## config.mk

```make
export PLATFORM = sky130hd
export DESIGN_NAME = nibble_serial_adder
export DESIGN_NICKNAME = d
export VERILOG_FILES = /design/src/rtl/adder_pkg.sv /design/src/rtl/adder_4bit.sv /design/src/rtl/nibble_serial_adder.sv
export SDC_FILE = /design/constraint.sdc
export NUM_CORES = 1
export LEC_CHECK = 0
export BUFFER_PORTS_ARGS = -buffer_cell sky130_fd_sc_hd__buf_4
export CORE_MARGIN = 2
export CORE_UTILIZATION = 49
export CTS_CLUSTER_DIAMETER = 120
export DETAILED_ROUTE_END_ITERATION = 10
export GPL_TIMING_DRIVEN = 0
export HOLD_SLACK_MARGIN = 0.08
export PLACE_DENSITY = 0.75
export RECOVER_POWER = 50
export SYNTH_ARGS = -nofsm -noshare
export SYNTH_HDL_FRONTEND = slang
export SYNTH_SLANG_ARGS = --single-unit
```

## constraint.sdc

```tcl
create_clock -name clk -period 2.9 [get_ports clk]
set_clock_uncertainty 0.2 [all_clocks]
set_input_delay 0.725 -clock clk [delete_from_list [all_inputs] [get_ports clk]]
set_output_delay 0.725 -clock clk [all_outputs]
set_load 0.05 [all_outputs]
```

## src/rtl/adder_pkg.sv

```systemverilog
// Shared definitions for the nibble-serial adder: nibble width, FSM states
// and the elaboration-time width legality check.
package adder_pkg;

  localparam int NIBBLE_W = 4;

  typedef enum logic [1:0] {
    IDLE = 2'd0,
    RUN  = 2'd1,
    DONE = 2'd2
  } state_e;

  // A legal operand width is a whole number of nibbles, at least one.
  function automatic bit width_is_legal(input int width);
    return (width >= NIBBLE_W) && ((width % NIBBLE_W) == 0);
  endfunction

endpackage

```

## src/rtl/adder_4bit.sv

```systemverilog
// Four-bit carry-lookahead adder slice. Purely combinational; every carry is
// computed directly from generate/propagate terms instead of rippling.
module Adder_4bit (
  input  logic [3:0] a,
  input  logic [3:0] b,
  input  logic       cin,
  output logic [3:0] sum,
  output logic       cout
);

  logic [3:0] g;
  logic [3:0] p;
  logic [4:0] c;

  assign g = a & b;
  assign p = a ^ b;

  assign c[0] = cin;
  assign c[1] = g[0] | (p[0] & c[0]);
  assign c[2] = g[1] | (p[1] & g[0]) | (p[1] & p[0] & c[0]);
  assign c[3] = g[2] | (p[2] & g[1]) | (p[2] & p[1] & g[0])
              | (p[2] & p[1] & p[0] & c[0]);
  assign c[4] = g[3] | (p[3] & g[2]) | (p[3] & p[2] & g[1])
              | (p[3] & p[2] & p[1] & g[0])
              | (p[3] & p[2] & p[1] & p[0] & c[0]);

  assign sum  = p ^ c[3:0];
  assign cout = c[4];

endmodule

```

## src/rtl/nibble_serial_adder.sv

```systemverilog
// WIDTH-bit add/subtract unit that reuses one 4-bit lookahead slice, one
// nibble per cycle, LSB nibble first, with the carry held in a register
// between cycles. Valid/ready handshake on both sides; no overlap of ops.
module nibble_serial_adder
  import adder_pkg::*;
#(
  parameter int WIDTH = 16
) (
  input  logic             clk,
  input  logic             rst_n,
  input  logic             in_valid,
  output logic             in_ready,
  input  logic [WIDTH-1:0] in_a,
  input  logic [WIDTH-1:0] in_b,
  input  logic             in_cin,
  input  logic             in_sub,
  output logic             out_valid,
  input  logic             out_ready,
  output logic [WIDTH-1:0] out_sum,
  output logic             out_cout,
  output logic             out_ovf
);

  localparam int NIB   = WIDTH / NIBBLE_W;
  localparam int IDX_W = (NIB > 1) ? $clog2(NIB) : 1;

  if (!width_is_legal(WIDTH)) begin : g_bad_width
    $error("nibble_serial_adder: WIDTH must be a multiple of 4 and >= 4");
  end

  state_e              state_q;
  state_e              state_d;
  logic [WIDTH-1:0]    a_q;
  logic [WIDTH-1:0]    b_q;        // already inverted for subtract
  logic                carry_q;
  logic [IDX_W-1:0]    idx_q;
  logic [WIDTH-1:0]    sum_q;
  logic                cout_q;
  logic                ovf_q;

  logic [NIBBLE_W-1:0] slice_a;
  logic [NIBBLE_W-1:0] slice_b;
  logic [NIBBLE_W-1:0] slice_sum;
  logic                slice_cout;
  logic                last_nib;

  assign slice_a  = a_q[NIBBLE_W*idx_q +: NIBBLE_W];
  assign slice_b  = b_q[NIBBLE_W*idx_q +: NIBBLE_W];
  assign last_nib = (idx_q == IDX_W'(NIB - 1));

  Adder_4bit u_slice (
    .a    (slice_a),
    .b    (slice_b),
    .cin  (carry_q),
    .sum  (slice_sum),
    .cout (slice_cout)
  );

  // Next-state and handshake outputs, decoded from the current state.
  always_comb begin
    // NOTE: every output of this block gets a default first, so no path
    // through the case leaves a variable unassigned and infers a latch.
    state_d   = state_q;
    in_ready  = 1'b0;
    out_valid = 1'b0;
    case (state_q)
      IDLE: begin
        in_ready = 1'b1;
        if (in_valid) state_d = RUN;
      end
      RUN: begin
        if (last_nib) state_d = DONE;
      end
      DONE: begin
        out_valid = 1'b1;
        if (out_ready) state_d = IDLE;
      end
      default: state_d = IDLE;
    endcase
  end

  // State register plus operand capture and per-nibble result accumulation.
  always_ff @(posedge clk) begin
    // NOTE: non-blocking assignments so every register samples the values
    // from before this edge, regardless of statement order.
    if (!rst_n) begin
      state_q <= IDLE;
      a_q     <= '0;
      b_q     <= '0;
      carry_q <= 1'b0;
      idx_q   <= '0;
      sum_q   <= '0;
      cout_q  <= 1'b0;
      ovf_q   <= 1'b0;
    end else begin
      state_q <= state_d;
      case (state_q)
        IDLE: begin
          if (in_valid) begin
            a_q     <= in_a;
            b_q     <= in_sub ? ~in_b : in_b;
            carry_q <= in_sub | in_cin;
            idx_q   <= '0;
          end
        end
        RUN: begin
          sum_q[NIBBLE_W*idx_q +: NIBBLE_W] <= slice_sum;
          carry_q <= slice_cout;
          idx_q   <= last_nib ? '0 : idx_q + IDX_W'(1);
          if (last_nib) begin
            cout_q <= slice_cout;
            // Carry into MSB xor carry out of MSB.
            ovf_q  <= a_q[WIDTH-1] ^ b_q[WIDTH-1] ^ slice_sum[NIBBLE_W-1]
                    ^ slice_cout;
          end
        end
        default: ;
      endcase
    end
  end

  assign out_sum  = sum_q;
  assign out_cout = cout_q;
  assign out_ovf  = ovf_q;

endmodule

```

# Yosys cells after proc, flatten, opt, wreduce, memory -nomap -nowiden
# Index checks and enable logic that the tools add are counted.
[totals]
latch_bits = 0
output_inout_bits = 20
n_memories = 0
mem_bits_ro = 0
ram_bits = 0
in_bits = 38
ff_bits = 55
[classes]
n_bitwise = 34
addsub = 2
mux = 13
eq_ne = 6
n_div = 0
reduce_logical = 6
multipliers = 0
order_cmp = 0
shift = 4
[ops]
columns = ["cell", "count"]
rows = [
  ["$neg A4 Y34", 1],
  ["$shift A4 B34 Y16 const A", 1],
  ["$shiftx A4 B34 Y16", 1],
  ["$shiftx A16 B5 Y4", 2],
  ["$and A1 B1 Y1", 16],
  ["$bwmux W16", 1],
  ["$mux W16", 1],
  ["$not A16 Y16", 1],
  ["$or A1 B1 Y1", 11],
  ["$mux W2", 5],
  ["$xor A4 B4 Y4", 2],
  ["$ne A2 B2 Y1 const B", 3],
  ["$pmux W2 S3", 1],
  ["$reduce_and A2 Y1", 3],
  ["$and A4 B4 Y4", 1],
  ["$eq A2 B2 Y1 const B", 2],
  ["$pmux W2 S2", 1],
  ["$mux W1", 3],
  ["$reduce_and A3 Y1", 1],
  ["$xor A1 B1 Y1", 3],
  ["$add A2 B1 Y2 const B", 1],
  ["$eq A2 B1 Y1 const B", 1],
  ["$logic_not A2 Y1", 1],
  ["$pmux W1 S2", 1],
  ["$reduce_bool A2 Y1", 1],
]

# Depth between registers and ports, before layout
# Gate-level depths: netlist of run 1.
[depth]
word_depth = 9
mapped_depth = 7

# Modules after synthesis
# From an unflattened synthesis of run 1, not the netlist that was laid out.
[unflattened]
hier_cells = 284
hier_area_um2 = 2763.9
[modules_own_cells]
columns = ["module", "cells_per_inst", "n_inst", "area_per_inst_um2", "seq_area_each_um2"]
rows = [
  ["nibble_serial_adder", 267, 1, 2616.3, 1101.1],
  ["Adder_4bit", 17, 1, 147.6, 0.0],
]

# Least setup slack after synthesis of run 1
# OpenSTA, ideal clock, no wires.
[synth_timing]
path_type = "register to register"
start = "reg idx_q[0]"
end = "reg ovf_q, in the netlist out_ovf"
period_less_slack_ns = 2.931
t_required_ns = 2.578
arrival_time_ns = 2.609
path_slack_ns = -0.031
stages_incl_launch_ff = 8
setup_ns = 0.122
path_buffers = 1
cell_sequence = "dfxtp_1 > buf_4 > mux4_2 > ha_1 > a211o_1 > a21o_1 > a22o_1 > a311o_1"
[synth_via]
elab_chain_cells = 9
elab_cells_between_ends = 28
classes_between = "eq/ne (1); shift (2); bitwise (24); reduce/logical (1)"
[synth_rtl]
columns = ["element", "line", "source"]
rows = [
  ["from (decl)", "nibble_serial_adder.sv:36", "logic [IDX_W-1:0] idx_q;"],
  ["from (signal assigned)", "nibble_serial_adder.sv:109", "idx_q <= last_nib ? '0 : idx_q + IDX_W'(1);"],
  ["$shiftx A16 B5 Y4 (on tied branches)", "nibble_serial_adder.sv:47, nibble_serial_adder.sv:48", ""],
  ["$xor A4 B4 Y4 or $and A4 B4 Y4 (tied branches)", "adder_4bit.sv:16, adder_4bit.sv:15", ""],
  ["$and A1 B1 Y1 (on tied branches)", "adder_4bit.sv:21, adder_4bit.sv:22", ""],
  ["$or A1 B1 Y1, or another cell as far along", "adder_4bit.sv:21", "assign c[3] = g[2] | (p[2] & g[1]) | (p[2] & p[1] & g[0])"],
  ["$or A1 B1 Y1 or $and A1 B1 Y1 (tied branches)", "adder_4bit.sv:21, adder_4bit.sv:22", ""],
  ["$or A1 B1 Y1", "adder_4bit.sv:22", "| (p[2] & p[1] & p[0] & c[0]);"],
  ["$xor A4 B4 Y4", "adder_4bit.sv:27", "assign sum = p ^ c[3:0];"],
  ["$xor A1 B1 Y1", "nibble_serial_adder.sv:113", "ovf_q <= a_q[WIDTH-1] ^ b_q[WIDTH-1] ^ slice_sum[NIBBLE_W-1]"],
  ["$xor A1 B1 Y1", "nibble_serial_adder.sv:114", "^ slice_cout;"],
  ["to (signal assigned)", "nibble_serial_adder.sv:113", ""],
  ["to (decl)", "nibble_serial_adder.sv:39", "logic ovf_q;"],
]
# Parallel ways exist; a longest one is shown, timed or not.
# A chain may end at the register's enable or synchronous reset.

# Worst setup path in the final report of run 1
# Ends and elaborated chain as after synthesis.

==> results of run 1 <==
-- critical path, cell delays in order (launching register included) --
cell     delay [ns]
dfxtp_4        0.37
buf_8          0.15
mux4_2         0.56
ha_1           0.33
a211o_1        0.31
a21o_1         0.20
a22o_1         0.23
a311o_1        0.32
-- final cells by class --
type / count / area (µm²)
multi-input cells: 203 / 1580
well taps: 72 / 90.1
clock buffers: 8 / 100
fillers: 506 / 2170
inverters: 3 / 11.3
plain buffers: 20 / 106
flip-flops and latches: 55 / 1100
repair buffers: 56 / 349
-- power breakdown --
part	internal (W)	leakage [nW]	switching, W	total (W)
Sequential	0.000793	0.451	0.0000220	0.000815
Clock	0.000219	0.0515	0.000251	0.000470
Combinational	0.000147	0.925	0.000163	0.000310
Total	0.00116	1.43	0.000436	0.00159
-- cells in the final DEF (no fill, tap or decap), types with 4 or more instances in the layout --
cell and n:
mux4_2 8, xnor2_1 18, ha_1 10, a22oi_1 10, o211a_1 16, dfxtp_1 54
o21ai_0 4, clkbuf_1 32, nor2b_1 16, buf_4 38, buf_2 4, a21boi_0 14
clkbuf_8 8, a32oi_1 4, nand3_1 4, nand2_1 56
-- per-stage QoR --
stage          area [µm²]  hold WS [ns]  total power (W)
6_report             3340         0.263          0.00159
5_1_grt              3340         0.284          0.00166
4_1_cts              3410         0.267          0.00160
3_5_place_dp         3300         0.254          0.00115
3_3_place_gp         3300         0.246          0.00114
2_1_floorplan        2800         0.232          0.00105
-- sequential cells by signal, summed over array words and instances, names as in the netlist --
signal / flops
state_q: 2
a_q: 16
out_sum: 16
out_ovf: 1
out_cout: 1
idx_q: 2
b_q: 16
carry_q: 1
-- per-layer routing --
layer | GRT usage [%] | up-vias
met1 | 25.6 | 1047
met5 | 0 | -
met3 | 4.19 | 13
met4 | 8.45 | 0
met2 | 34.1 | 51
li1 | - | 1119
-- timing repair --
action / 4_1_cts / 5_1_grt
gates resized for setup: 3 / 1
setup endpoints to repair: 5 / 5
setup buffers: 0 / 1
-- final timing paths --
path / start / to / slack [ns] / cells after the start
worst max-delay path: idx_q[0] / out_ovf / 0.13 / 7
worst min-delay path: a_q[13] / a_q[13] / 0.26 / 2
worst max register to register: idx_q[0] / out_ovf / 0.13 / 7
worst min register to register: a_q[13] / a_q[13] / 0.26 / 2
-- cell families after synthesis --
kind of cell    count (synthesis)  synth area share (%)
compound gates                 66                  19.0
xor+xnor                       19                  5.95
fa+ha+maj                      11                  5.19
buf+inv                        23                  4.11
flops                          55                  39.3
mux                            10                  7.15
simple gates                   97                  19.2
==> metrics.txt, run 1 <==
mean routed wirelength per cell=14.9 µm; dpl cells=408; Die ar.=0.00633 mm²; core box area=0.00551 mm²; max layer used=met4; cell accounting for the most synthesized area=dfxtp_1; root buf cell=clkbuf_8; Initial Util=50.8%; die height=79.6 µm; min cycle time layout=2.77 ns; post-synthesis sequential area ratio=39.3%; Worst slew margin=59.7%; status=finished, final reports clean; met2 wire len=2.90 mm; cell with the most instances after synthesis=nand2_1; Core Util, Final=60.6%; first-pass GRT wire length=10.0 mm; PortBufs=55; hold crit path type=reg -> reg; YS warnings=0; Die X=79.6 µm; crit-path max FO=10; Synthesized Nets=330; Total Neg Setup Slack=0 ns; RSZ-0062 raised after global routing=no; fin cells=417; gr usage total=20.4%; clock slew seen by the registers of the worst setup and hold paths=0.10 ns; top cells by count, synth=nand2_1 (56), dfxtp_1 (55), xnor2_1 (18); period utilization=95.4%; Routed WL=6.21 mm; largest net degree at the start of global routing=16; gp weighted congestion=0.761; wl on met1=2.87 mm; CTS hold repair buffers=0; Slew Viols, Final=0; initial antenna violation count=0; Mean Syn Cell Area=9.96 µm²; routed vias=2230; layout cell share with drive strength beyond 1=20.0%; grt total ovfl=0; Final #Nets=393; Worst EP arrival=2.78 ns; Worst Slack Setup Final=0.134 ns; H-tree Lvls=2; maximum clock rate=361 MHz; Seq cells post-synth=55; crit path capture type=register; Slew @ Worst Pin=0.608 ns; DP Worst Slack=-0.0894 ns; num ports=58; maximum vdd drop=0.227 mV; DRT antenna net count=0; fraction of registers with async set or reset after synthesis=0%; Via density=5.35; Gate Count Post-Synth=281; Layout Area Growth over Synthesis=19.3%; unique cell type count in the Yosys netlist=49; Netlist Area Pre-Place=0.00280 mm²; top_reg_cell synth=dfxtp_1; Required @ worst endpoint=2.91 ns; CTS tree=yes; critical path startpoint category=register; DP HPWL=4.62 mm; met3 WL post-DR=284 µm; vias in the first global route=2133; # rows=27; Power per Cell Area=478 mW/mm²; crit path kind=reg -> reg; drt first pass iters=4; Synth area leaders=dfxtp_1 (39%), nand2_1 (7.5%), mux4_2 (6.4%), o211a_1 (5.7%), xnor2_1 (5.6%); final hold vios=0; worst skew pair latency=0.31 ns; Max Cap Violations=0; diode count=0; # DRC=0; final setup violation count=0; post-synth top area share=39.3%; Post-synth EDFFs=0; 1st-iter DRT viols=108; Max clock buf depth=2; cts bufs inserted=5; Sink Count=55; Leak=1.43 nW
Power figures use the tool's default switching activity.
==> run 2: changes to the inputs <==
--- a/config.mk
+++ b/config.mk
@@ -10,10 +10,12 @@
 export CORE_UTILIZATION = 49
 export CTS_CLUSTER_DIAMETER = 120
 export DETAILED_ROUTE_END_ITERATION = 10
+export GPL_ROUTABILITY_DRIVEN = 0
 export GPL_TIMING_DRIVEN = 0
 export HOLD_SLACK_MARGIN = 0.08
-export PLACE_DENSITY = 0.75
+export PLACE_DENSITY = 0.76
 export RECOVER_POWER = 50
 export SYNTH_ARGS = -nofsm -noshare
 export SYNTH_HDL_FRONTEND = slang
+export SYNTH_HIERARCHICAL = 1
 export SYNTH_SLANG_ARGS = --single-unit
==> run 2 against run 1 <==
Effect of this change: setup slack worse by 0.046 ns; critical path type unchanged; first-iteration DRC count fell by 32%; non-clock buffer count stayed put; largest power group unchanged; synthesized area down 1.3%.
==> metrics.txt, run 2 <==
Cell Area, Placed=0.00327 mm² (-1.1%); sequential cell area=0.00110 mm² (unchanged); Final #Nets=395 (+0.51%); post-synth top area share=39.8% (+0.50 points); critical path startpoint category=register; DRT antenna net count=0 (unchanged); Leak=1.47 nW (+2.9%); # rows=27 (unchanged); Power per Cell Area=477 mW/mm² (-0.15%); Worst slew margin=35.5% (-24 points); Core Util, Final=61.4% (+0.72 points); worst r2r src=idx_q[0]; grt total ovfl=0 (unchanged); cts bufs inserted=5 (unchanged); Initial Util=50.5% (-0.33 points); root buf cell=clkbuf_8; Gate Count Post-Synth=284 (+1.1%); Slew @ Worst Pin=0.965 ns (+0.358 ns); Sink Count=55 (unchanged); worst skew pair latency=0.31 ns (about the same); Netlist Area Pre-Place=0.00276 mm² (-1.3%); crit-path max FO=10 (unchanged); Die ar.=0.00626 mm² (-1.2%); Routed WL=5.94 mm (-4.4%); largest net degree at the start of global routing=19 (+3); unique cell type count in the Yosys netlist=36 (-27%); Post-synth EDFFs=0 (unchanged); crit path kind=reg -> reg; DP HPWL=4.51 mm (-2.2%); H-tree Lvls=2 (unchanged); initial antenna violation count=0 (unchanged); maximum vdd drop=0.278 mV (+22%); commonest non-fill, non-tap cell in the layout=nand2_1; commonest cells after routing, fill and taps aside=nand2_1 (59), buf_4 (54), dfxtp_1 (54), xnor2_1 (21), o211a_1 (16); num ports=58 (unchanged); Synthesized Nets=332 (+0.61%); # DRC=0 (unchanged); routed vias=2215 (-0.67%); Worst EP arrival=2.81 ns (+0.03 ns); PortBufs=55 (unchanged); post-synthesis sequential area ratio=39.8% (+0.50 points); first-pass GRT wire length=9.96 mm (-0.49%); fin area=0.00336 mm² (+0.56%); final hold vios=0 (unchanged); Layout Area Growth over Synthesis=21.5%; RSZ-0062 raised after global routing=no; Mean Syn Cell Area=9.73 µm² (-2.3%); min cycle time layout=2.81 ns (+0.0462 ns); Required @ worst endpoint=2.90 ns (about the same); hold crit path type=reg -> reg; die height=79.1 µm (-0.60%); worst reg2reg setup slack=0.09 ns (-0.05 ns); Max clock buf depth=2 (unchanged); Multi-input gate area=0.00153 mm² (-3.2%); diode count=0 (unchanged); top cells by count, synth=nand2_1 (59), dfxtp_1 (55), a21boi_1 (25); cell accounting for the most synthesized area=dfxtp_1; cells on worst reg2reg path=9 (+2); Max Cap Violations=0 (unchanged); hold path depth=2 (unchanged); drt first pass iters=4 (unchanged); Total Neg Setup Slack=0 ns (unchanged); Slew Viols, Final=0 (unchanged); crit path capture type=register; Seq cells post-synth=55 (unchanged); Via density=5.27 (-1.4%); Die X=79.1 µm (-0.60%); vias in the first global route=2162 (+1.4%); period utilization=97.0% (+1.6 points); CTS tree=yes; status=finished, final reports clean; final setup violation count=0 (unchanged); fillcell total=522 (+3.2%); mean routed wirelength per cell=14.1 µm (-5.1%); top_reg_cell synth=dfxtp_1; gr usage total=20.3% (-0.11 points); YS warnings=6 (+6); maximum clock rate=356 MHz (-1.6%); Hold Path Sink=a_q[12]; layout cell share with drive strength beyond 1=23.9% (+3.9 points); Synth area leaders=dfxtp_1 (40%), nand2_1 (8.0%), a21boi_1 (6.8%), xnor2_1 (6.7%), mux4_2 (6.5%); 1st-iter DRT viols=73 (-32%); min-delay src=a_q[12]; core box area=0.00547 mm² (-0.61%); Critical R2R Capture=out_ovf; cell with the most instances after synthesis=nand2_1; clock slew seen by the registers of the worst setup and hold paths=0.11 ns (about the same); fraction of registers with async set or reset after synthesis=0% (unchanged)
[run 2: cell types whose count changed in the layout (fill, tap and decap cells not counted), moves of 4 or more]
| cell | before | now |
|---|---|---|
| a21boi_1 | 2 | 13 |
| a22oi_1 | 10 | 1 |
| a32oi_1 | 4 | 8 |
| buf_4 | 38 | 54 |
| clkbuf_1 | 32 | 14 |
| inv_1 | 3 | 8 |
| nand3_1 | 4 | 8 |
| nor2b_1 | 16 | 12 |
[run 2: critical path: stages (launching register included)]
cell and delay, ns:
dfxtp_4 0.37, buf_12 0.14, mux4_2 0.53, ha_1 0.30, a21o_1 0.20, a31o_1 0.28
xor2_4 0.28, xnor2_1 0.17, xnor2_1 0.14, a21oi_1 0.08
[run 2: worst max path at each step]
stage	from	to	slack (ns)	cells past startpoint
final	idx_q[0]	out_ovf	0.09	9
after global routing	idx_q[0]	out_ovf	0.02	9
after CTS	idx_q[0]	out_ovf	0.02	9
after detailed placement	idx_q[0]	out_ovf	-0.40	9
after global placement	idx_q[0]	out_ovf	-0.38	9
after floorplan	idx_q[0]	out_ovf	0.06	9
[run 2: timing repair]
action,in CTS,in global routing
hold buffers,0,0
gates resized for setup,7,2
setup endpoints to repair,5,1
buffers inserted,0,1
[run 2: cell families after synthesis]
| kind of cell | Yosys count | synth area share (%) |
|---|---|---|
| buffers and inverters | 28 | 4.98 |
| flip-flops | 55 | 39.8 |
| adder cells (fa/ha/maj) | 10 | 4.80 |
| XOR/XNOR | 22 | 6.97 |
| AND/OR/NAND/NOR | 98 | 18.3 |
| AO/OA/AOI/OAI | 63 | 18.6 |
| multiplexers | 8 | 6.52 |
[run 2: per-layer routing]
| layer | wire length [µm] | GRT usage, % | up-vias |
|---|---|---|---|
| met5 | 0 | 0 | - |
| met4 | 122 | 8.28 | 0 |
| met3 | 281 | 3.98 | 10 |
| met2 | 2900 | 34.2 | 56 |
| met1 | 2640 | 25.5 | 1037 |
| li1 | - | - | 1112 |
[run 2: layout make-up]
cell class	count	share of cell area (%)
Buffer	20	3.09
Sequential cell	55	32.9
Inverter	8	0.894
Timing Repair Buffer	56	12.2
Tap cell	72	2.68
Multi-Input combinational cell	201	45.5
Clock inverter	3	0.708
Clock buffer	5	2.05
[run 2: power by group]
part | internal, W | switching (W) | leakage [nW]
clock | 0.000173 | 0.000262 | 0.0408
combinational | 0.000161 | 0.000184 | 0.978
sequential | 0.000797 | 0.0000241 | 0.451
total | 0.00113 | 0.000470 | 1.47
[run 2: through the flow]
step / worst slack (ns) / total power [W] / hold slack [ns] / instances
after detailed placement: -0.398 / 0.00118 / 0.243 / 411
after global routing: 0.0159 / 0.00167 / 0.281 / 420
after global placement: -0.383 / 0.00117 / 0.238 / 411
after CTS: 0.0172 / 0.00161 / 0.258 / 419
after floorplan: 0.0557 / 0.00107 / 0.232 / 284
final: 0.0875 / 0.00160 / 0.258 / 420
